--- config.mk ---
export PLATFORM = sky130hd
export DESIGN_NAME = board_saver
export DESIGN_NICKNAME = d
export VERILOG_FILES = /design/src/rtl/board_save_pkg.sv /design/src/rtl/board_saver_cell_packer.sv /design/src/rtl/board_saver.sv
export SDC_FILE = /design/constraint.sdc
export NUM_CORES = 1
export LEC_CHECK = 0
export ABC_AREA = 1
export CAP_MARGIN = 20
export CORE_MARGIN = 3
export CORE_UTILIZATION = 54
export DETAILED_ROUTE_END_ITERATION = 8
export GPL_TIMING_DRIVEN = 0
export PLACE_DENSITY_LB_ADDON = 0.08
export SETUP_SLACK_MARGIN = 0.05
export SKIP_LAST_GASP = 1
export SYNTH_ARGS = -nofsm -noshare
export SYNTH_HDL_FRONTEND = slang
export SYNTH_SLANG_ARGS = --single-unit
--- constraint.sdc ---
create_clock -name clk -period 1.7 [get_ports clk]
set_input_delay 0.255 -clock clk [delete_from_list [all_inputs] [get_ports clk]]
set_output_delay 0.255 -clock clk [all_outputs]
set_load 0.005 [all_outputs]
--- src/rtl/board_save_pkg.sv ---
// Shared definitions for the board saver: sector size, default board size
// and the save-sequencer state encoding.
package board_save_pkg;

  localparam int SECTOR_BYTES = 512;
  localparam int DEFAULT_N    = 800;
  localparam int DEFAULT_M    = 600;

  typedef enum logic [2:0] {
    ST_IDLE,
    ST_FETCH,
    ST_EMIT,
    ST_PAD,
    ST_FINISH
  } state_t;

endpackage

--- src/rtl/board_saver_cell_packer.sv ---
// Collects eight cell bits LSB first into one byte and flags when the byte is
// complete; clear restarts the byte.
module cell_packer (
  input  logic       clk,
  input  logic       reset_n,
  input  logic       clear,
  input  logic       capture,
  input  logic       bit_in,
  output logic [7:0] data,
  output logic       full
);

  logic [3:0] count;

  // NOTE: state registers use non-blocking assignments so every flop samples
  // pre-edge values, independent of process evaluation order.
  always_ff @(posedge clk) begin
    if (!reset_n) begin
      data  <= '0;
      count <= '0;
      full  <= 1'b0;
    end else if (clear) begin
      data  <= '0;
      count <= '0;
      full  <= 1'b0;
    end else if (capture && !full) begin
      data[count[2:0]] <= bit_in;
      count            <= count + 4'd1;
      full             <= (count == 4'd7);
    end
  end

endmodule

--- src/rtl/board_saver.sv ---
// Streams the cell board out of the cell RAM as packed bytes in 512-byte
// sectors. Define BOARD_SAVE_POPCOUNT_EN to store a live-cell count in the
// last four bytes of the final sector.
module board_saver
  import board_save_pkg::*;
#(
  parameter int P_PARAM_N = DEFAULT_N,
  parameter int P_PARAM_M = DEFAULT_M,
  parameter int ADDR_W    = 24
) (
  input  logic              clk,
  input  logic              reset_n,
  input  logic              start,
  input  logic              abort,
  output logic              busy,
  output logic              done,
  output logic              rd_en,
  output logic [ADDR_W-1:0] rd_addr,
  input  logic              rd_data,
  output logic              out_valid,
  input  logic              out_ready,
  output logic [7:0]        out_data,
  output logic              out_first,
  output logic              out_last
);

  localparam int NM          = P_PARAM_N * P_PARAM_M;
  localparam int CW          = $clog2(NM + 1);
  localparam int DATA_BYTES  = (NM + 7) / 8;
  localparam int PAD_BYTES   = (SECTOR_BYTES - (DATA_BYTES % SECTOR_BYTES)) % SECTOR_BYTES;
  localparam int TOTAL_BYTES = DATA_BYTES + PAD_BYTES;
  localparam int BW_RAW      = $clog2(TOTAL_BYTES + 1);
  localparam int BW          = (BW_RAW < 10) ? 10 : BW_RAW;

  state_t          state, next_state;
  logic [CW-1:0]   cell_cnt;
  logic [BW-1:0]   byte_cnt;
  logic [3:0]      slot_cnt;
  logic            cap_v, cap_live;
  logic            slot_go, cells_left, xfer, sector_end;
  logic            pk_clear, pk_capture, pk_full;
  logic [7:0]      pk_data, pad_byte;

  assign cells_left = (cell_cnt < CW'(NM));
  assign slot_go    = (state == ST_FETCH) && !slot_cnt[3];
  assign xfer       = out_valid && out_ready;
  assign sector_end = (byte_cnt[8:0] == 9'd511);
  assign pk_clear   = ((state == ST_IDLE) && start) || ((state == ST_EMIT) && xfer);
  // Bits returning after the sequencer has left FETCH (abort) are dropped.
  assign pk_capture = cap_v && (state == ST_FETCH);

  cell_packer u_packer (
    .clk     (clk),
    .reset_n (reset_n),
    .clear   (pk_clear),
    .capture (pk_capture),
    .bit_in  (cap_live & rd_data),
    .data    (pk_data),
    .full    (pk_full)
  );

  always_ff @(posedge clk) begin
    if (!reset_n) state <= ST_IDLE;
    else          state <= next_state;
  end

  // NOTE: every variable assigned in an always_comb gets a default first so no
  // path can leave it unassigned and infer a latch.
  always_comb begin
    next_state = state;
    case (state)
      ST_IDLE:   if (start) next_state = ST_FETCH;
      ST_FETCH:  if (abort) next_state = ST_FINISH;
                 else if (pk_full) next_state = ST_EMIT;
      ST_EMIT:   if (abort) next_state = ST_FINISH;
                 else if (xfer) begin
                   if (cells_left)       next_state = ST_FETCH;
                   else if (!sector_end) next_state = ST_PAD;
                   else                  next_state = ST_FINISH;
                 end
      ST_PAD:    if (abort) next_state = ST_FINISH;
                 else if (xfer && sector_end) next_state = ST_FINISH;
      ST_FINISH: next_state = ST_IDLE;
      default:   next_state = ST_IDLE;
    endcase
  end

  always_ff @(posedge clk) begin
    if (!reset_n) begin
      cell_cnt <= '0;
      byte_cnt <= '0;
      slot_cnt <= '0;
      cap_v    <= 1'b0;
      cap_live <= 1'b0;
    end else begin
      cap_v    <= slot_go;
      cap_live <= rd_en;
      if ((state == ST_IDLE) && start) begin
        cell_cnt <= '0;
        byte_cnt <= '0;
        slot_cnt <= '0;
      end else if (slot_go) begin
        slot_cnt <= slot_cnt + 4'd1;
        if (cells_left) cell_cnt <= cell_cnt + CW'(1);
      end else if (xfer) begin
        byte_cnt <= byte_cnt + BW'(1);
        slot_cnt <= '0;
      end
    end
  end

`ifdef BOARD_SAVE_POPCOUNT_EN
  logic [31:0] pop_cnt;

  if (PAD_BYTES < 4) begin : g_pad_too_small
    $error("board_saver: popcount needs at least 4 pad bytes");
  end

  always_ff @(posedge clk) begin
    if (!reset_n)                        pop_cnt <= '0;
    else if ((state == ST_IDLE) && start) pop_cnt <= '0;
    else if (pk_capture && cap_live && rd_data) pop_cnt <= pop_cnt + 32'd1;
  end

  // PAD only occurs in the final sector, so bytes 508..511 there carry the count.
  assign pad_byte = (byte_cnt[8:2] == 7'h7F) ? pop_cnt[{byte_cnt[1:0], 3'b000} +: 8] : 8'h00;
`else
  assign pad_byte = 8'h00;
`endif

  always_comb begin
    busy      = (state == ST_FETCH) || (state == ST_EMIT) || (state == ST_PAD);
    done      = (state == ST_FINISH);
    rd_en     = slot_go && cells_left;
    rd_addr   = rd_en ? ADDR_W'(cell_cnt) : '0;
    out_valid = (state == ST_EMIT) || (state == ST_PAD);
    out_first = out_valid && (byte_cnt[8:0] == 9'd0);
    out_last  = out_valid && sector_end;
    out_data  = 8'h00;
    if (state == ST_EMIT)     out_data = pk_data;
    else if (state == ST_PAD) out_data = pad_byte;
  end

endmodule

Word-level counts from Yosys, hierarchy flattened
Index checks and enable logic that the tools add are counted.
{ "totals": {"ff_bits": 57, "in_bits": 6, "output_inout_bits": 38, "word_cells": 71} }
{ "classes": {"n_addsub": 4, "magnitude_cmp": 3, "n_eq_ne": 10, "n_mux": 17, "bitwise_logic": 3, "n_reduce_logical": 25} }
{ "ops": {"columns": ["op", "n"], "rows": [
  ["2-to-1 mux 3 bit", 9],
  ["adder 19 x 1 -> 19 bit (second input constant)", 1],
  ["< comparator 19 bit (second input constant)", 1],
  ["2-to-1 mux 19 bit", 1],
  ["adder 16 x 1 -> 16 bit (second input constant)", 1],
  ["one-hot mux 3 bit (4 select lines)", 1],
  ["logical AND 1 bit", 11],
  ["== test 9 bit (second input constant)", 1],
  ["zero test 9 bit", 1],
  ["adder 4 x 1 -> 4 bit (second input constant)", 2],
  ["bitwise mux 8 bit", 1],
  ["2-to-1 mux 4 bit", 2],
  ["2-to-1 mux 8 bit", 1],
  ["== test 3 x 2 -> 1 bit (second input constant)", 2],
  ["!= test 3 bit (second input constant)", 2],
  ["== test 4 x 3 -> 1 bit (second input constant)", 1],
  ["logical OR 1 bit", 4],
  ["< comparator 3 x 4 -> 1 bit (second input constant)", 1],
  ["AND reduction 2 bit", 2],
  ["AND reduction 4 bit", 1],
  ["OR reduction 2 bit", 2],
  ["demux 1 bit (select 3 bit)", 1],
  ["== test 3 x 1 -> 1 bit (second input constant)", 1],
  ["== test 3 bit (second input constant)", 1],
  ["9 further kinds", 11]
]} }

Logic depth before layout (Yosys ltp)
Gate-level depths: netlist of the first run.
{ "depth": {"word_depth": 7, "mapped_depth": 11, "depth_no_buf": 11} }

Hierarchy
A second synthesis of the first run with hierarchy kept.
{ "unflattened": {"hier_cells": 459, "hier_area_um2": 2859.0} }
{ "modules_own_cells": {"columns": ["mod", "n_inst", "cells_per_inst", "area_each_um2", "seq_area_each_um2"], "rows": [
  ["board_saver", 1, 372, 2258.4, 740.7],
  ["cell_packer", 1, 87, 600.6, 260.2]
]} }

Worst setup path before layout of the first run
Ideal clock, no wire load.
{ "synth_path": {"path_kind": "register to output", "from": "reg state[0]", "to": "out rd_addr[10]", "t_arrival_ns": 1.300, "t_required_ns": 1.445, "setup_slack_ns": 0.145, "path_stages_with_launch": 9, "path_buffers": 2, "cell_sequence": "dfxtp_1 -> inv_2 -> nor2_4 -> nand2_2 -> nor2_8 -> nand4_2 -> buf_6 -> buf_2 -> nor2_1"} }
{ "synth_between": {"elab_chain_len": 4} }
{ "synth_rtl": {"columns": ["element", "line_no", "text"], "rows": [
  ["start, declared", "board_saver.sv:35", "state_t state, next_state;"],
  ["start signal, assigned", "board_saver.sv:64", "else state <= next_state;"],
  ["== test 3 x 1 -> 1 bit", "board_saver.sv:45", "assign slot_go = (state == ST_FETCH) && !slot_cnt[3];"],
  ["logical AND 1 bit", "board_saver.sv:45", null],
  ["logical AND 1 bit", "board_saver.sv:134", "rd_en = slot_go && cells_left;"],
  ["2-to-1 mux 19 bit", "board_saver.sv:135", "rd_addr = rd_en ? ADDR_W'(cell_cnt) : '0;"],
  ["end, declared", "board_saver.sv:18", "output logic [ADDR_W-1:0] rd_addr,"]
]} }
Every way passes these cells.

Worst setup path in the final report of the first run
{ "layout_path": {"from": "reg state[0]", "to": "out rd_addr[8]"} }
Same word-level chain as after synthesis.

==> summary.txt, run 1 <==
Status - complete, but fails checks
Failing checks - negative setup slack
Number of CTS-inserted buffers - 5
Hold Crit Endpoint - u_packer.count[3]
Antenna diodes - 0
Initial DRC Count - 326
Fillcell total - 340
Area of the multi-input gates - 0.00186 mm2
First-pass GRT wire length - 13200 um
CTS tree - yes
ANT nets after route - 0
RD Place Congestion - 0.963
Final hold vios - 0
Final setup viols - 27
Clk slew on worst S/H paths - 90 ps
Die width - 79.2 um
IO Pins - 44
Initial core utilization - 56.3%
Die H - 79.2 um
# DRC - 0
CP Class - reg2out
Distinct cells, synth - 36
NumNets Final - 559
HP Class - reg2reg
CP max FO - 5
Yosys reg bits - 50
Lkg Pwr - 1.71 nW
Worst R2R Start - state[0]
Total Routed Length - 9550 um
GRT Util Overall - 26.4%
Cell Rows - 26
WHS - 467 ps
Worst reg2reg path depth - 16
WP data required - 1440 ps
Type of element launching the critical path - flip-flop
Sequential cell area - 0.00104 mm2
Wire per inst - 15.5 um
Seq/Total Area, Yosys - 34.6%
Worst setup margin - -302 ps
Post-Syn Area - 0.00289 mm2
Crit Reg-Reg Endpoint - cell_cnt[6]
CTS sink cnt - 50
CP endpoint kind - output port
Die area - 0.00627 mm2
Peak supply drop - 0.530 mV
Minimum clock period - 2000 ps
Max-cap violations - 0
RSZ-0062 raised after global routing - true
DR pass1 iterations - 5
Mean Syn Cell Area - 6.54 um2
Via density - 5.49
Hold depth - 2
Synth Warn # - 0
DP Wirelength - 5010 um
Most common cell after layout, fill and taps aside - nand2_1
Power Density - 624 mW/mm2
Worst-Skew Late Latency - 310 ps
Vias in the first global route - 2917
Clk buf depth - 2
Share of cells above drive strength 1 - 36.9%
Most frequent cells in the layout - nand2_1, nor2_1, inv_1
Post-DP Area - 0.00337 mm2
Hold path start - u_packer.count[3]
H-tree depth - 2
Final Cell Area - 0.00422 mm2
Area Growth Syn to Fin - 46.1%
Slew Limit Fails - 0
Input/output buffers - 38
Crit path arrival time - 1750 ps
Fmax - 0.499 GHz
DP Worst Slack - -549 ps
Utilization after layout - 82.2%
Remaining global-route overflow - 0
R2r setup slk - -230 ps
Gate Count Post-Synth - 442
Largest net degree at the start of global routing - 15
Initial antenna violation count - 0
Root buf cell - clkbuf_8
Final Cycle Share - 118%
Final Skew - 4.64 ps
Routed via count - 3394
Core area - 0.00514 mm2
[layout make-up]
class / count / area share, %
plain buffers: 12 / 2.55
clock buffers: 7 / 2.04
clock inverters: 1 / 0.118
inverters: 67 / 6.55
multi-input cells: 315 / 44.1
flip-flops and latches: 50 / 24.7
well taps: 70 / 2.07
repair buffers: 96 / 17.9
[cell usage after synthesis (all sizes together)]
cell / instances / area, um2
a211oi: 5 / 42.5
a21o: 1 / 7.51
a21oi: 37 / 185
a31oi: 2 / 12.5
and3: 1 / 6.26
buf: 13 / 109
clkbuf: 1 / 3.75
clkinv: 1 / 5.00
conb: 1 / 3.75
dfxtp: 50 / 1000
ha: 6 / 75.1
inv: 66 / 248
nand2: 97 / 372
nand3: 24 / 125
nand3b: 2 / 15.0
nand4: 8 / 56.3
nor2: 85 / 368
nor3: 12 / 65.1
nor3b: 2 / 20.0
nor4: 1 / 6.26
o21ai: 20 / 104
xor2: 7 / 61.3
[worst max-delay path by stage]
stage | end | start | slack (ps)
floorplan | rd_addr[10] | state[0] | 140
global placement | rd_addr[9] | state[0] | -530
detailed placement | rd_addr[8] | state[0] | -550
CTS | rd_addr[6] | state[0] | -300
global route | rd_addr[10] | state[0] | -350
finish | rd_addr[8] | state[0] | -300
[flip-flops by register name, indices dropped and copies added (netlist names)]
register,count
u_packer.count,4
byte_cnt,9
slot_cnt,4
cap_live,1
state,3
cell_cnt,19
u_packer.full,1
u_packer.data,8
cap_v,1
[power breakdown]
part / internal [mW] / switching [mW] / total, mW / leakage, nW
Combinational: 0.306 / 0.378 / 0.684 / 1.25
Sequential: 1.18 / 0.0276 / 1.21 / 0.414
Clock: 0.329 / 0.412 / 0.742 / 0.0482
Total: 1.82 / 0.818 / 2.64 / 1.71
[layer usage]
layer,part of all wire (%),global-route usage [%]
met2,50,44.5
met1,39,33.5
met4,3.5,12.2
met3,7.4,3.40
met5,0,0
[critical path, stage by stage (launching register included)]
cell,delay [ps]
dfxtp_2,360
inv_4,50
nor2_4,110
nand2_4,80
nor2_8,100
nand4_4,110
buf_6,140
buf_6,130
buf_16,140
nor2_4,70
buf_2,120
[per-stage QoR]
stage | std cells | power [mW] | setup TNS [ps]
after CTS | 592 | 2.51 | -5330
final | 618 | 2.64 | -6160
after global placement | 554 | 1.62 | -9050
after global routing | 618 | 2.72 | -7580
after detailed placement | 554 | 1.63 | -9860
after floorplan | 446 | 1.51 | 0
[cell families after synthesis]
kind of cell | synth area share [%]
adder cells (fa/ha/maj) | 2.60
buffers and inverters | 12.6
AO/OA/AOI/OAI | 12.2
AND/OR/NAND/NOR | 35.7
other | 0.130
flip-flops | 34.6
XOR/XNOR | 2.12
[timing repair]
item | in CTS | in global routing
setup endpoints to repair | 38 | 67
gates cloned | 1 | 2
pin swaps | 13 | 27
gates resized for setup | 166 | 92
setup buffers | 30 | 27
endpoints found under the hold margin | 0 | 0
hold buffers | 0 | 0
(Power assumes the default switching activity.)
==> inputs of run 2 (changes only) <==
--- a/config.mk
+++ b/config.mk
@@ -9,6 +9,7 @@
 export CAP_MARGIN = 20
 export CORE_MARGIN = 3
 export CORE_UTILIZATION = 54
+export CTS_BUF_LIST = sky130_fd_sc_hd__clkbuf_4
 export DETAILED_ROUTE_END_ITERATION = 8
 export GPL_TIMING_DRIVEN = 0
 export PLACE_DENSITY_LB_ADDON = 0.08
==> summary.txt, run 2 (synthesized netlist as in run 1, its figures left out) <==
Status - complete, but fails checks
Failing checks - negative setup slack
Die H - 79.2 um
Number of CTS-inserted buffers - 5
Clk slew on worst S/H paths - 150 ps
Wire per inst - 15.5 um
Clk buf depth - 2
DP Wirelength - 5010 um
Vias in the first global route - 2799
Minimum clock period - 2120 ps
Max reg flops - 19
WP data required - 1440 ps
ANT nets after route - 0
Largest registers - cell_cnt (19), byte_cnt (9), u_packer.data (8)
Tot Pwr - 2.54 mW
Worst reg2reg path depth - 11
RD Place Congestion - 0.963
Total Routed Length - 9600 um
Final setup viols - 35
Peak supply drop - 0.471 mV
Worst slew pin tran - 495 ps
Lkg Pwr - 1.89 nW
WHS - 474 ps
Final hold vios - 0
Crit path from - cell_cnt[15]
Critical path endpoint - rd_en
IO Pins - 44
Initial core utilization - 56.3%
GRT Util Overall - 26.1%
R2r setup slk - -130 ps
Routed via count - 3385
DP Worst Slack - -549 ps
Worst setup margin - -424 ps
Initial antenna violation count - 0
Area Growth Syn to Fin - 50.8%
RSZ-0062 raised after global routing - true
Utilization after layout - 84.9%
CP endpoint kind - output port
Final Cycle Share - 125%
HP Class - reg2reg
Worst-Skew Late Latency - 400 ps
Fin cells - 618
Core area - 0.00514 mm2
Crit Reg-Reg Endpoint - cell_cnt[12]
Worst R2R Start - cell_cnt[15]
Die width - 79.2 um
CP Class - reg2out
Type of element launching the critical path - flip-flop
Max-cap violations - 0
NumNets Final - 559
Power Density - 581 mW/mm2
CTS sink cnt - 50
Crit path arrival time - 1870 ps
Input/output buffers - 38
Hold path start - u_packer.count[3]
First-pass GRT wire length - 13100 um
CP max FO - 10
Remaining global-route overflow - 0
CTS tree - yes
Slew headroom - 66.8%
Slew Limit Fails - 0
Antenna diodes - 0
Fmax - 0.471 GHz
Placed insts - 554
Final Skew - 5.21 ps
Most frequent cells in the layout - nand2_1, inv_1, nor2_1
Final Cell Area - 0.00436 mm2
Via density - 5.48
Share of cells above drive strength 1 - 38.3%
Initial DRC Count - 262
Post-DP Area - 0.00337 mm2
Top reg by flops - cell_cnt
DR pass1 iterations - 5
Root buf cell - clkbuf_4
Die area - 0.00627 mm2
# DRC - 0
Largest net degree at the start of global routing - 15
H-tree depth - 2
Cell Rows - 26
Total negative slack - -8910 ps
Most common cell after layout, fill and taps aside - nand2_1
## run 2: final cells by class
| class | instances | area (um2) |
|---|---|---|
| Clock inverter | 2 | 8.76 |
| Fill cell | 313 | 778 |
| Buffer | 12 | 114 |
| Clock buffer | 6 | 45.0 |
| Inverter | 67 | 279 |
| Sequential cell | 50 | 1040 |
| Tap cell | 70 | 87.6 |
| Timing Repair Buffer | 95 | 835 |
| Multi-Input combinational cell | 316 | 1950 |
## run 2: worst min-delay path by stage
| stage | endpoint | slack (ps) | depth (start not counted) |
|---|---|---|---|
| after floorplan | state[0] | 380 | 2 |
| after global placement | u_packer.count[3] | 450 | 2 |
| after detailed placement | u_packer.count[3] | 460 | 2 |
| after CTS | u_packer.count[3] | 480 | 2 |
| after global routing | u_packer.count[3] | 500 | 2 |
| final | u_packer.count[3] | 470 | 2 |
## run 2: worst max-delay path, stage by stage, from the launching register on
cell and delay [ps]:
dfxtp_4 400, buf_6 100, nand4_1 210, nand4_4 190, buf_4 130, inv_4 40, buf_6 130, dlygate4sd2_1 260
## run 2: repair_timing
item,in CTS,in global routing
setup endpoints to repair,38,74
hold endpoints to repair,0,0
hold buffers,0,0
pin swaps,12,31
cloned,2,1
gates resized for setup,162,105
setup buffers,28,29
## run 2: report_power, final
part	internal, mW	switching [mW]
Sequential	1.19	0.0278
Combinational	0.341	0.406
Clock	0.172	0.403
Total	1.70	0.837
## run 2: layer usage
metal,share of wire (%),vias up,GRT usage [%]
met5,0,-,0
met4,3.6,0,8.42
met3,7.4,46,4.65
met2,49,169,42.3
met1,40,1560,35.2
li1,-,1610,-
==> inputs of run 3 (changes only) <==
--- a/config.mk
+++ b/config.mk
@@ -10,10 +10,12 @@
 export CORE_MARGIN = 3
 export CORE_UTILIZATION = 54
 export CTS_BUF_LIST = sky130_fd_sc_hd__clkbuf_4
+export CTS_CLUSTER_DIAMETER = 100
 export DETAILED_ROUTE_END_ITERATION = 8
 export GPL_TIMING_DRIVEN = 0
 export PLACE_DENSITY_LB_ADDON = 0.08
 export SETUP_SLACK_MARGIN = 0.05
+export SKIP_CTS_REPAIR_TIMING = 1
 export SKIP_LAST_GASP = 1
 export SYNTH_ARGS = -nofsm -noshare
 export SYNTH_HDL_FRONTEND = slang
==> summary.txt, run 3 (synthesized netlist as in run 1, its figures left out) <==
Cell Rows - 26
Crit path arrival time - 1920 ps
HP Class - reg2reg
Largest registers - cell_cnt (19), byte_cnt (9), u_packer.data (8)
Net Sw Frac - 31.9%
Pint - 1.64 mW
Failing checks - negative setup slack
Area Growth Syn to Fin - 41.2%
Root buf cell - clkbuf_4
Routed via count - 3212
Clk slew on worst S/H paths - 140 ps
Final Skew - 2.64 ps
Lkg Pwr - 1.78 nW
Input/output buffers - 38
Power Density - 591 mW/mm2
Max-cap violations - 0
Vias in the first global route - 2569
Clk buf depth - 2
Fillcell total - 388
CTS sink cnt - 50
WHS - 472 ps
Most frequent cells in the layout - nand2_1, inv_1, nor2_1
IO Pins - 44
Die width - 79.2 um
WP data required - 1440 ps
Fmax - 0.460 GHz
Core area - 0.00514 mm2
Largest net degree at the start of global routing - 15
Antenna diodes - 0
NumNets Final - 540
Die H - 79.2 um
Slew Limit Fails - 0
Remaining global-route overflow - 0
Worst setup margin - -476 ps
Peak supply drop - 0.430 mV
CP max FO - 10
ANT nets after route - 0
Post-DP Area - 0.00337 mm2
Worst-Skew Late Latency - 380 ps
Switching pwr - 769 uW
GRT Util Overall - 22.3%
Status - complete, but fails checks
Via density - 5.36
Most common cell after layout, fill and taps aside - nand2_1
CP Class - reg2out
DR pass1 iterations - 5
Share of cells above drive strength 1 - 31.0%
CP endpoint kind - output port
Final Cell Area - 0.00408 mm2
Final hold vios - 0
Max reg flops - 19
Number of CTS-inserted buffers - 5
Initial core utilization - 56.3%
Die area - 0.00627 mm2
Final Cycle Share - 128%
CTS tree - yes
Wire per inst - 14.3 um
Initial DRC Count - 262
Top reg by flops - cell_cnt
First-pass GRT wire length - 11300 um
Type of element launching the critical path - flip-flop
Minimum clock period - 2180 ps
DP Wirelength - 5010 um
Initial antenna violation count - 0
Total Routed Length - 8590 um
Final setup viols - 28
Combinational share of power - 26.1%
# DRC - 0
Clock power share - 23.4%
RD Place Congestion - 0.963
RSZ-0062 raised after global routing - true
Flop pwr share - 50.4%
H-tree depth - 2
## run 3: cell types whose count changed in the layout (fill, tap and decap cells not counted), moves of 5 or more
cell      before  now
buf_4         47   32
a21oi_1       28   34
nand2_1       75   91
nand2_2       12    2
clkbuf_2       0   11
nand2_4        9    3
buf_2         22   11
a21oi_2        9    3
buf_6         14    9
## run 3: power by group through the flow
stage | Sequential [mW] | Combinational [mW] | Clock [mW]
after floorplan | 1.24 | 0.269 | 0
after global placement | 1.24 | 0.376 | 0
after detailed placement | 1.24 | 0.382 | 0
after CTS | 1.22 | 0.383 | 0.563
after global routing | 1.22 | 0.670 | 0.598
final | 1.22 | 0.630 | 0.565
## run 3: path summary, 6_finish.rpt
path | to | cells past startpoint | slack [ps] | startpoint
worst max-delay path | rd_addr[1] | 9 | -480 | state[0]
worst min-delay path | u_packer.count[3] | 2 | 470 | u_packer.count[3]
worst max register to register | cell_cnt[2] | 16 | -340 | state[0]
worst min register to register | u_packer.count[3] | 2 | 470 | u_packer.count[3]
## run 3: stage by stage
stage | cells | setup slack [ps] | power [mW] | setup TNS (ps) | utilization [%]
after global placement | 554 | -525 | 1.62 | -9050 | 65.7
after global routing | 599 | -533 | 2.49 | -11270 | 79.4
after CTS | 562 | -1010 | 2.16 | -23640 | 66.7
after detailed placement | 554 | -549 | 1.63 | -9860 | 65.7
after floorplan | 446 | 145 | 1.51 | 0 | -
final | 599 | -476 | 2.41 | -8870 | 79.4
## run 3: area by class of cell
class / count / area, um2 / area share, %
plain buffers: 13 / 131 / 3.22
clock buffers: 6 / 45.0 / 1.10
clock inverters: 2 / 8.76 / 0.215
inverters: 67 / 282 / 6.90
multi-input cells: 316 / 1830 / 44.8
flip-flops and latches: 50 / 1040 / 25.6
well taps: 70 / 87.6 / 2.15
repair buffers: 75 / 653 / 16.0
## run 3: worst max-delay path: stages (launching register included)
cell,delay (ps)
dfxtp_4,400
inv_6,50
nor2_4,140
nand2_4,90
nor2_8,140
nand4_4,120
buf_8,180
buf_8,150
nor2_1,120
buf_2,130
## run 3: per-layer routing
layer,share of wire (%),GRT usage (%)
met1,43,30.3
met2,49,35.8
met3,6.6,4.31
met4,1.9,6.70
met5,0,0
